==> config.mk <==
export PLATFORM = sky130hd
export DESIGN_NAME = hazard_stall_unit
export DESIGN_NICKNAME = d
export VERILOG_FILES = /design/src/rtl/hazard_stall_unit_pkg.sv /design/src/rtl/hazard_stall_unit_compare.sv /design/src/rtl/hazard_stall_unit.sv
export SDC_FILE = /design/constraint.sdc
export NUM_CORES = 1
export LEC_CHECK = 0
export CORE_UTILIZATION = 40
export DETAILED_ROUTE_END_ITERATION = 10
export DONT_BUFFER_PORTS = 1
export GPL_TIMING_DRIVEN = 1
export HOLD_SLACK_MARGIN = 0.1
export PLACE_DENSITY = 0.58
export SETUP_SLACK_MARGIN = 0.2
export SYNTH_ARGS = -nofsm -noshare
export SYNTH_HDL_FRONTEND = slang
export SYNTH_SLANG_ARGS = --single-unit
==> constraint.sdc <==
create_clock -name i_clock -period 3.42 [get_ports i_clock]
set_input_delay 1.026 -clock i_clock [delete_from_list [all_inputs] [get_ports i_clock]]
set_output_delay 1.026 -clock i_clock [all_outputs]
set_load 0.02 [all_outputs]
==> src/rtl/hazard_stall_unit_pkg.sv <==
// hazard_stall_unit_pkg: FSM state encodings and register constants shared by the stall unit
package hazard_stall_unit_pkg;
    localparam logic [0:0] ST_IDLE  = 1'b0;
    localparam logic [0:0] ST_STALL = 1'b1;
    localparam logic [4:0] REG_ZERO = 5'd0;
endpackage

==> src/rtl/hazard_stall_unit_compare.sv <==
// hazard_compare: flags a used ID source that matches a writing stage's nonzero destination
module hazard_compare
    import hazard_stall_unit_pkg::*;
#(
    parameter int NB_REG_ADDR = 5
) (
    input  logic [NB_REG_ADDR-1:0] rs,
    input  logic [NB_REG_ADDR-1:0] rt,
    input  logic [NB_REG_ADDR-1:0] rd,
    input  logic                   use_rs,
    input  logic                   use_rt,
    input  logic                   en,
    output logic                   hit
);
    assign hit = en & (rd != NB_REG_ADDR'(REG_ZERO))
               & ((use_rs & (rs == rd)) | (use_rt & (rt == rd)));
endmodule

==> src/rtl/hazard_stall_unit.sv <==
// hazard_stall_unit: load-use and branch-operand stall FSM with IF/ID flush and a stall-cycle counter
module hazard_stall_unit
    import hazard_stall_unit_pkg::*;
#(
    parameter int NB_REG_ADDR = 5,
    parameter int NB_CNT      = 32
) (
    input  logic                   i_clock,
    input  logic                   i_reset,
    input  logic                   i_valid_id,
    input  logic [NB_REG_ADDR-1:0] i_rs,
    input  logic [NB_REG_ADDR-1:0] i_rt,
    input  logic                   i_rinst,
    input  logic                   i_jinst,
    input  logic                   i_branch,
    input  logic                   i_branch_taken,
    input  logic [NB_REG_ADDR-1:0] i_rd_ex,
    input  logic                   i_we_ex,
    input  logic                   i_memread_ex,
    input  logic [NB_REG_ADDR-1:0] i_rd_mem,
    input  logic                   i_memread_mem,
    output logic                   o_stall,
    output logic                   o_bubble_ex,
    output logic                   o_flush_id,
    output logic [NB_CNT-1:0]      o_stall_cnt
);
    logic       state, state_nxt;
    logic [1:0] remain, remain_nxt, need;
    logic       use_rs, use_rt, hit_ex, hit_mem, ld_ex, alu_ex, ld_mem;

    assign use_rs = i_valid_id & ~i_jinst;
    assign use_rt = use_rs & (i_rinst | i_branch);

    hazard_compare #(.NB_REG_ADDR(NB_REG_ADDR)) u_cmp_ex (
        .rs(i_rs), .rt(i_rt), .rd(i_rd_ex), .use_rs(use_rs), .use_rt(use_rt),
        .en(i_we_ex | i_memread_ex), .hit(hit_ex)
    );

    hazard_compare #(.NB_REG_ADDR(NB_REG_ADDR)) u_cmp_mem (
        .rs(i_rs), .rt(i_rt), .rd(i_rd_mem), .use_rs(use_rs), .use_rt(use_rt),
        .en(i_memread_mem), .hit(hit_mem)
    );

    assign ld_ex  = i_memread_ex & hit_ex;
    assign alu_ex = i_we_ex & ~i_memread_ex & hit_ex;
    assign ld_mem = hit_mem;

    // Branches compare in ID, so even ALU results and MEM loads are too late to bypass
    always_comb begin
        need       = (i_branch & ld_ex) ? 2'd2
                   : (ld_ex | (i_branch & (alu_ex | ld_mem))) ? 2'd1 : 2'd0;
        state_nxt  = (state == ST_IDLE) ? ((need > 2'd1) ? ST_STALL : ST_IDLE)
                                        : ((remain > 2'd1) ? ST_STALL : ST_IDLE);
        remain_nxt = (state == ST_IDLE) ? ((need > 2'd1) ? need - 2'd1 : 2'd0)
                                        : ((remain != 2'd0) ? remain - 2'd1 : 2'd0);
        o_stall    = ~i_reset & ((state == ST_STALL) ? (remain != 2'd0) : (need != 2'd0));
        o_bubble_ex = o_stall;
        o_flush_id = ~i_reset & i_branch_taken & ~o_stall;
    end

    always_ff @(posedge i_clock) begin
        if (i_reset) begin
            state       <= ST_IDLE;
            remain      <= 2'd0;
            o_stall_cnt <= '0;
        end else begin
            state  <= state_nxt;
            remain <= remain_nxt;
            if (o_stall && !(&o_stall_cnt))
                o_stall_cnt <= o_stall_cnt + NB_CNT'(1);
        end
    end
endmodule

======== Word-level counts from Yosys, hierarchy flattened ========
Cells that the tools add are included.
cells by class
  add/subtract/negate cells ............... 3
  $lt $le $gt $ge ......................... 2
  eq/ne operators ......................... 4
  multiplexer cells ....................... 9
  bitwise gates (word level) .............. 28
  reductions and logical operators ........ 7
operators by type and width
  kind                                                                              count
  32-bit by 1-bit adder with 32-bit output (second input constant)                  1
  32-bit AND reduction                                                              1
  5-bit equality test                                                               4
  1-bit AND                                                                         18
  5-bit nonzero test                                                                2
  2-bit two-way mux                                                                 4
  1-bit OR                                                                          6
  1-bit two-way mux                                                                 5
  2-bit by 1-bit greater-than comparator with 1-bit output (second input constant)  2
  1-bit NOT                                                                         4
  2-bit nonzero test                                                                2
  2-bit by 1-bit subtractor with 2-bit output (second input constant)               2
  1-bit logical AND                                                                 1
  1-bit zero test                                                                   1
storage, ports and cells
  register bits ........................... 35
  bits of input ports ..................... 30
  output and inout port bits .............. 35
  logic and storage cells ................. 56

======== Depth between registers and ports, before layout ========
Gate-level depths: netlist of run 1.
  word-level depth ........................ 17
  mapped depth ............................ 9
  depth with buffers taken out ............ 7

======== Cells and area by module ========
A second synthesis of run 1 with hierarchy kept.
second synthesis, totals
  cells, all modules ...................... 254
  area, all modules ....................... 2075.7 µm²
by module, submodules not included
  module             instances  cells each  area an instance (µm²)  sequential area each (µm²)
  hazard_stall_unit  1          220         1808.0                  700.7
  hazard_compare     2          17          133.9                   0.0

======== Worst setup path after synthesis of run 1 ========
No wires, ideal clock.
  path kind ............................... input-to-output
  start ................................... input port i_rd_ex[0]
  end ..................................... output port o_flush_id
  data arrival time ....................... 2.627 ns
  data required time ...................... 2.394 ns
  slack ................................... -0.233 ns
  stages on the path ...................... 6
  path buffers ............................ 0
  path through ............................ or4_1 -> nor2_1 -> or3_1 -> o22ai_2 -> or2_1 -> nor3b_1
between the ends
  word-level cells in the longest chain between the ends .. 15
  elaborated cells on any way between the ends .. 21
  classes of those cells .................. eq/ne (2); mux (3); bitwise (14); reduce/logical (2)
RTL lines
  what                  line                             RTL
  start: declaration    hazard_stall_unit.sv:17          input logic [NB_REG_ADDR-1:0] i_rd_ex,
  5-bit equality test   hazard_stall_unit_compare.sv:16  & ((use_rs & (rs == rd)) | (use_rt & (rt == rd)));
  1-bit AND             hazard_stall_unit_compare.sv:16
  1-bit OR              hazard_stall_unit_compare.sv:16
  1-bit AND *           hazard_stall_unit_compare.sv:16
  1-bit AND             hazard_stall_unit.sv:45          assign alu_ex = i_we_ex & ~i_memread_ex & hit_ex;
  1-bit OR              hazard_stall_unit.sv:51          : (ld_ex | (i_branch & (alu_ex | ld_mem))) ? 2'd1 : 2'd0;
  1-bit AND             hazard_stall_unit.sv:51
  1-bit OR              hazard_stall_unit.sv:51
  1-bit two-way mux     hazard_stall_unit.sv:51
  2-bit two-way mux *   hazard_stall_unit.sv:50          need = (i_branch & ld_ex) ? 2'd2
  2-bit nonzero test *  hazard_stall_unit.sv:56          o_stall = ~i_reset & ((state == ST_STALL) ? (remain != 2'd0) : (need != 2'd0));
  1-bit two-way mux *   hazard_stall_unit.sv:56
  1-bit AND *           hazard_stall_unit.sv:56
  1-bit NOT *           hazard_stall_unit.sv:58          o_flush_id = ~i_reset & i_branch_taken & ~o_stall;
  1-bit AND *           hazard_stall_unit.sv:58
  end: declaration      hazard_stall_unit.sv:24          output logic o_flush_id,
Every way passes the cells marked *; elsewhere a longest branch is shown, timed or not.

======== Worst setup path in the final report of run 1 ========
Same ends and word-level chain as after synthesis.

==> results of run 1 <==
[state kept, by name, summed over array words and instances, names as in the netlist]
name,cells
o_stall_cnt,32
state,1
remain,2
[cells by family after synthesis]
| group | count (synthesis) | share of synthesized area [%] |
|---|---|---|
| adders and majority gates | 1 | 0.5987 |
| AOI/OAI and AO/OA | 57 | 15.87 |
| xor gates and xnor gates | 21 | 8.803 |
| muxes | 7 | 4.611 |
| buffers and inverters | 15 | 4.071 |
| and+or+nand+nor | 117 | 32.52 |
| DFF | 35 | 33.53 |
[layout by cell type (no fill, tap or decap), types with 2 or more instances in the layout]
| master | count |
|---|---|
| nor3_1 | 6 |
| clkbuf_8 | 5 |
| and3_1 | 6 |
| or2_2 | 2 |
| nand3_1 | 17 |
| dfxtp_1 | 35 |
| nor2_1 | 17 |
| inv_1 | 4 |
| o21ai_1 | 7 |
| o21ai_0 | 11 |
| buf_4 | 7 |
| mux2_4 | 5 |
| and2_1 | 2 |
| o31ai_1 | 6 |
| nor4_1 | 2 |
| xor2_1 | 20 |
| and4_1 | 2 |
| or4_1 | 7 |
| a21oi_1 | 26 |
| nand2_1 | 6 |
| nor4_2 | 5 |
| nand4_1 | 11 |
| nor2b_1 | 7 |
| or3_1 | 19 |
[critical path, stage by stage]
cell and delay [ns]:
or4_4 0.53, nor2_4 0.10, or3_4 0.12, o22ai_2 0.07, or2_4 0.26, nor3b_4 0.31
[through the flow]
stage / area (um2) / total power [mW] / setup WS (ns) / hold slack (ns)
after floorplan: 2112 / 0.4547 / -0.05511 / 0.4327
after global placement: 2167 / 0.4525 / -0.09240 / 0.4607
after detailed placement: 2167 / 0.4526 / -0.1301 / 0.4554
after CTS: 2261 / 0.7265 / -0.04072 / 0.4653
after global routing: 2291 / 0.7523 / -0.06892 / 0.5062
final: 2291 / 0.7187 / -0.02551 / 0.4631
[repair_timing]
item                       CTS  global route
gates cloned                 0             0
hold buffers                 0             0
buffers inserted             1             0
pin swaps                    4             3
setup endpoints to repair    3             3
gates resized for setup      4             5
[layout make-up]
class | instances | area (um2) | area share, %
multi-input cells | 203 | 1366 | 59.64
well taps | 67 | 83.83 | 3.659
inverters | 4 | 15.01 | 0.6554
repair buffers | 7 | 52.55 | 2.294
flip-flops and latches | 35 | 700.7 | 30.58
clock buffers | 6 | 72.57 | 3.168
[report_power, final]
group | internal, mW | leakage (nW) | switching, mW
sequential | 0.408 | 0.282 | 0.000709
combinational | 0.0208 | 0.378 | 0.0186
clock | 0.136 | 0.0371 | 0.135
total | 0.564 | 0.696 | 0.154
[worst max path at each step]
| stage | from | endpoint | cells after the start |
|---|---|---|---|
| detailed placement | i_rd_ex[0] | o_flush_id | 6 |
| global placement | i_rd_ex[0] | o_flush_id | 6 |
| global route | i_rd_mem[0] | o_flush_id | 5 |
| CTS | i_rd_ex[0] | o_flush_id | 6 |
| finish | i_rd_ex[0] | o_flush_id | 6 |
| floorplan | i_rd_ex[0] | o_stall | 7 |
[layer usage]
metal,GRT usage [%],wire length [um],up-vias
met5,0,0,-
li1,-,-,942
met4,6.918,66,0
met1,24.88,2152,843
met2,29.39,2252,59
met3,5.285,416,7
==> tab_implementation.tex, run 1 <==
\begin{tabular}{lr}
\hline
Metric & Value \\
\hline
\multicolumn{2}{l}{\textbf{CTS}} \\
Number of levels the H-tree was split into & 2 \\
Clock buffer count from CTS & 5 \\
Clock root buffer master & clkbuf\_8 \\
Clock input transition at the sequential cells of the worst setup and hold paths & about 0.060 ns \\
TritonCTS clock tree & done \\
Largest buffer count on any clock path & 2 \\
Worst-Skew Late Latency & $\sim$0.28 ns \\
Number of sinks driven by the clock tree & 35 \\
\multicolumn{2}{l}{\textbf{Yosys}} \\
Fraction of post-synthesis cell area in the top cell type by area & about 34\% \\
EDFF count, synth & 0 \\
Total standard cell area after synthesis & 2090 um2 \\
Cell types occupying the most area after synthesis & dfxtp\_1 34\%, xor2\_1 8.8\%, a21oi\_1 6.2\% \\
Cell taking the most area after synthesis & dfxtp\_1 \\
Cell count after synthesis & about 250 \\
Sequential element share of the synthesized area & about a third \\
Synth top cells by count & 35 x dfxtp\_1, 26 x a21oi\_1, 21 x xor2\_1 \\
Post-synth ARST share & 0\% \\
Count leader, synth & dfxtp\_1 \\
Count of synthesis-stage warnings from yosys & 0 \\
Ys flop type & dfxtp\_1 \\
Number of distinct library cells after synthesis & 39 \\
FF+latch count, synth & 35 \\
Mean instance size in the synthesized netlist & 8.259 um2 \\
Synthesized Nets & $\sim$280 \\
\multicolumn{2}{l}{\textbf{Setup path}} \\
Category of the critical setup timing path & in -> out \\
Crit Reg-Reg Startpoint & o\_stall\_cnt[10]\$\_SDFFE\_PP0P\_ \\
Required time at the worst-slack endpoint & roughly 2.4 ns \\
Crit-path max FO & 3 \\
Worst EP arrival & approximately 2.4 ns \\
Worst Reg-to-Reg Cells & 8 \\
Type of element capturing the critical path & primary output \\
Crit start category & input port \\
R2R Setup Slk & $\sim$0.87 ns \\
FF-to-FF End & o\_stall\_cnt[1]\$\_SDFFE\_PP0P\_ \\
\multicolumn{2}{l}{\textbf{Die}} \\
Site Rows & 25 \\
Die W & around 74 um \\
Area of the core & roughly 4900 um2 \\
Height of the chip & around 74 um \\
Effective utilization at floorplan & 42.82\% \\
Number of primary I/O pins & 65 \\
Full die area & around 5500 um2 \\
\multicolumn{2}{l}{\textbf{Timing}} \\
Worst-case headroom to the max-slew limit & between 50\% and 60\% \\
Setup WS post-layout & -0.02551 ns \\
Shortest period the worst path allows & about 3.4 ns \\
Final Slew Violations & 0 \\
Worst-case clock skew & 0.003668 ns \\
RSZ-0062 raised after global routing & true \\
Sum Neg Setup Slack & -0.02551 ns \\
Final hold violation count & 0 \\
Number of setup violations in the final report & 1 \\
Maximum clock frequency & around 0.29 GHz \\
Slew at the pin closest to its max-slew limit & 0.6236 ns \\
Period utilisation layout & 100.7\% \\
\multicolumn{2}{l}{\textbf{Worst hold path}} \\
Startpoint of the most critical hold path & remain[0]\$\_SDFF\_PP0\_ \\
Tightest Hold Check Type & reg -> reg \\
Hold worst-path end & remain[0]\$\_SDFF\_PP0\_ \\
Worst Hold Depth & 1 \\
\multicolumn{2}{l}{\textbf{Final layout}} \\
Area overhead of the layout relative to synthesis & 9.641\% \\
Fill cell instance count of the final layout & 511 \\
Share of post-route cells with drive strength above 1 & 13.33\% \\
Final antenna diode count & 0 \\
Finished Core Util & about 47\% \\
Filler-free cell count of the finished design & roughly 320 \\
Number of nets at the end of the flow & about 290 \\
\multicolumn{2}{l}{\textbf{GRT}} \\
Number of antenna violations at the first check in global routing & 0 \\
Global-route wire length before repair & around 8000 um \\
Total congestion overflow & 0 \\
GRT Overall Usage & between 10\% and 20\% \\
Number of global-route vias before repair & 1714 \\
Pin count of the biggest net entering global routing & 43 \\
\multicolumn{2}{l}{\textbf{Route}} \\
DRC viols & 0 \\
Average routed wire per standard cell & between 15 and 20 um \\
Iteration count of the initial detailed-routing pass & 4 \\
Via count of the routed design & about 1.9k \\
Aggregate routed wire length & approximately 4900 um \\
Residual antenna-violating net count after detailed routing & 0 \\
Violation count after the first detailed-routing iteration & 77 \\
Ratio of routed vias to standard cells & between 5 and 6 \\
\multicolumn{2}{l}{\textbf{Place}} \\
I/O Buffers & 0 \\
DP HPWL & $\sim$3500 um \\
Placed cell count & $\sim$320 \\
RePlAce Congestion & between 0.7 and 0.8 \\
\multicolumn{2}{l}{\textbf{Run status}} \\
Violations in the final reports & setup timing \\
Run status & complete, but fails checks \\
\multicolumn{2}{l}{\textbf{Flow run}} \\
Max Cap Violations & 0 \\
\multicolumn{2}{l}{\textbf{Power and ir drop}} \\
Max rail drop VDD & 0.1394 mV \\
Leakage Power & 0.6964 nW \\
Power per standard cell area & around 310 nW/um2 \\
\hline
\end{tabular}
No activity file was read; power rests on OpenSTA's default activity.
==> run 2, diff against run 1 <==
PLACE_DENSITY = 0.56   (was 0.58)
clock period = 3.59 ns   (was 3.42 ns; I/O delays follow)
==> tab_implementation.tex, run 2 (same netlist as run 1, synthesis figures left out) <==
\begin{tabular}{lr}
\hline
Metric & Value \\
\hline
\multicolumn{2}{l}{\textbf{Timing}} \\
Worst-case headroom to the max-slew limit & 67.26\% \\
Final Slew Violations & 0 \\
Maximum clock frequency & roughly 0.28 GHz \\
RSZ-0062 raised after global routing & true \\
Shortest period the worst path allows & approximately 3.6 ns \\
Period utilisation layout & between 90\% and 100\% \\
Number of setup violations in the final report & 0 \\
Slew at the pin closest to its max-slew limit & 0.4892 ns \\
Final hold violation count & 0 \\
Worst-case clock skew & slightly above 0.009 ns \\
\multicolumn{2}{l}{\textbf{Place}} \\
I/O Buffers & 0 \\
DP HPWL & between 3000 and 4000 um \\
Total cell area at the placement stage & around 2200 um2 \\
RePlAce Congestion & a little under 0.8 \\
\multicolumn{2}{l}{\textbf{Final layout}} \\
Most common cell after layout, fill and taps aside & dfxtp\_1 \\
Leading cell types in the layout, fill and taps excluded & 35 x dfxtp\_1, 26 x a21oi\_1, 19 x xor2\_1, 19 x or3\_1 \\
Total non-filler cell area in the finished layout & 2357 um2 \\
Largest registers & o\_stall\_cnt x32, remain x2, state x1 \\
Biggest register & o\_stall\_cnt \\
Share of post-route cells with drive strength above 1 & approximately 14\% \\
Finished Core Util & 48.31\% \\
Final antenna diode count & 0 \\
Area overhead of the layout relative to synthesis & 12.81\% \\
Fill cell instance count of the final layout & roughly 510 \\
Register area & approximately 700 um2 \\
Number of nets at the end of the flow & between 200 and 300 \\
Area used by multi-input combinational logic & about 1400 um2 \\
Max reg flops & 32 \\
\multicolumn{2}{l}{\textbf{Flow run}} \\
Max Cap Violations & 0 \\
\multicolumn{2}{l}{\textbf{GRT}} \\
Number of global-route vias before repair & between 1.5k and 2k \\
Pin count of the biggest net entering global routing & between 40 and 50 \\
Total congestion overflow & 0 \\
Number of antenna violations at the first check in global routing & 0 \\
Global-route wire length before repair & around 8200 um \\
GRT Overall Usage & between 10\% and 20\% \\
\multicolumn{2}{l}{\textbf{Setup path}} \\
Crit start category & input port \\
Worst EP arrival & roughly 2.5 ns \\
Category of the critical setup timing path & in -> out \\
CP startpoint & i\_rd\_ex[0] \\
Crit Reg-Reg Startpoint & o\_stall\_cnt[10]\$\_SDFFE\_PP0P\_ \\
Crit-path max FO & 3 \\
Type of element capturing the critical path & primary output \\
Required time at the worst-slack endpoint & between 2 and 3 ns \\
\multicolumn{2}{l}{\textbf{Route}} \\
Violation count after the first detailed-routing iteration & between 80 and 90 \\
Via count of the routed design & 1892 \\
Average routed wire per standard cell & 15.41 um \\
Residual antenna-violating net count after detailed routing & 0 \\
Iteration count of the initial detailed-routing pass & 4 \\
DRC viols & 0 \\
Ratio of routed vias to standard cells & slightly below 6 \\
Aggregate routed wire length & $\sim$5000 um \\
\multicolumn{2}{l}{\textbf{CTS}} \\
\# hold bufs at CTS & 0 \\
Clock buffer count from CTS & 5 \\
Clock root buffer master & clkbuf\_8 \\
Clock input transition at the sequential cells of the worst setup and hold paths & roughly 0.08 ns \\
Number of sinks driven by the clock tree & 35 \\
Number of levels the H-tree was split into & 2 \\
TritonCTS clock tree & done \\
Largest buffer count on any clock path & 2 \\
Worst-Skew Late Latency & a little under 0.3 ns \\
\multicolumn{2}{l}{\textbf{Die}} \\
Site Rows & 25 \\
Effective utilization at floorplan & approximately 43\% \\
Full die area & between 5000 and 6000 um2 \\
Number of primary I/O pins & 65 \\
Height of the chip & 74.28 um \\
Area of the core & 4880 um2 \\
Die W & 74.28 um \\
\multicolumn{2}{l}{\textbf{Power and ir drop}} \\
Leakage Power & just over 0.7 nW \\
Power per standard cell area & between 300 and 400 nW/um2 \\
Max rail drop VDD & about 0.21 mV \\
\multicolumn{2}{l}{\textbf{Worst hold path}} \\
Startpoint of the most critical hold path & remain[1]\$\_SDFF\_PP0\_ \\
Tightest Hold Check Type & reg -> reg \\
\multicolumn{2}{l}{\textbf{Run status}} \\
Run status & completed \\
\hline
\end{tabular}
==> run 2: cell count changes in the layout (fill, tap and decap cells not counted), sizes merged <==
cell	change
bufinv	+2
==> run 2: critical path, cell delays in order <==
cell,delay [ns]
or4_4,0.54
nor2_4,0.13
or3_4,0.12
o22ai_2,0.07
or2_4,0.26
nor3b_4,0.29
==> run 2: final timing paths <==
path | end | slack, ns | cells after the start
hold / removal | remain[1]$_SDFF_PP0_ | 0.48 | 2
setup / recovery | o_flush_id | 0.03 | 6
hold reg to reg | remain[1]$_SDFF_PP0_ | 0.48 | 2
setup reg to reg | o_stall_cnt[1]$_SDFFE_PP0P_ | 1.09 | 8
==> run 2: layout make-up <==
class / count / share of cell area (%)
clock buffers: 6 / 3.079
repair buffers: 7 / 2.229
flip-flops and latches: 35 / 29.72
multi-input cells: 203 / 58.23
inverters: 4 / 0.6369
clock inverters: 2 / 2.548
well taps: 67 / 3.556
==> run 2: metrics by stage <==
stage	total power, mW	setup TNS (ns)	instances	setup WS, ns	hold WS (ns)
2_1_floorplan	0.4332	0	253	0.01290	0.4327
3_3_place_gp	0.4322	-0.03017	316	-0.03017	0.4635
3_5_place_dp	0.4321	-0.04332	316	-0.04332	0.4612
4_1_cts	0.8600	0	324	0.03732	0.4752
5_1_grt	0.8814	-0.003205	324	-0.003205	0.4832
6_report	0.8556	0	324	0.03459	0.4767
==> run 2: power by group <==
group	leakage [nW]	total [mW]	switching [mW]	internal (mW)
logic	0.378	0.0393	0.0187	0.0206
clock network	0.0654	0.427	0.150	0.278
registers	0.282	0.389	0.000685	0.388
==> run 2: routing by layer <==
| layer | track usage, % | wire, um |
|---|---|---|
| met5 | 0 | 0 |
| met4 | 6.080 | 69 |
| met3 | 6.911 | 358 |
| met2 | 31.11 | 2333 |
| met1 | 24.36 | 2233 |
==> run 2: what timing repair did <==
item | 4_1_cts | 5_1_grt
gates cloned | 0 | 0
pin swaps | 5 | 5
gates resized for setup | 4 | 6
endpoints found under the setup margin | 3 | 3
buffers inserted | 0 | 0
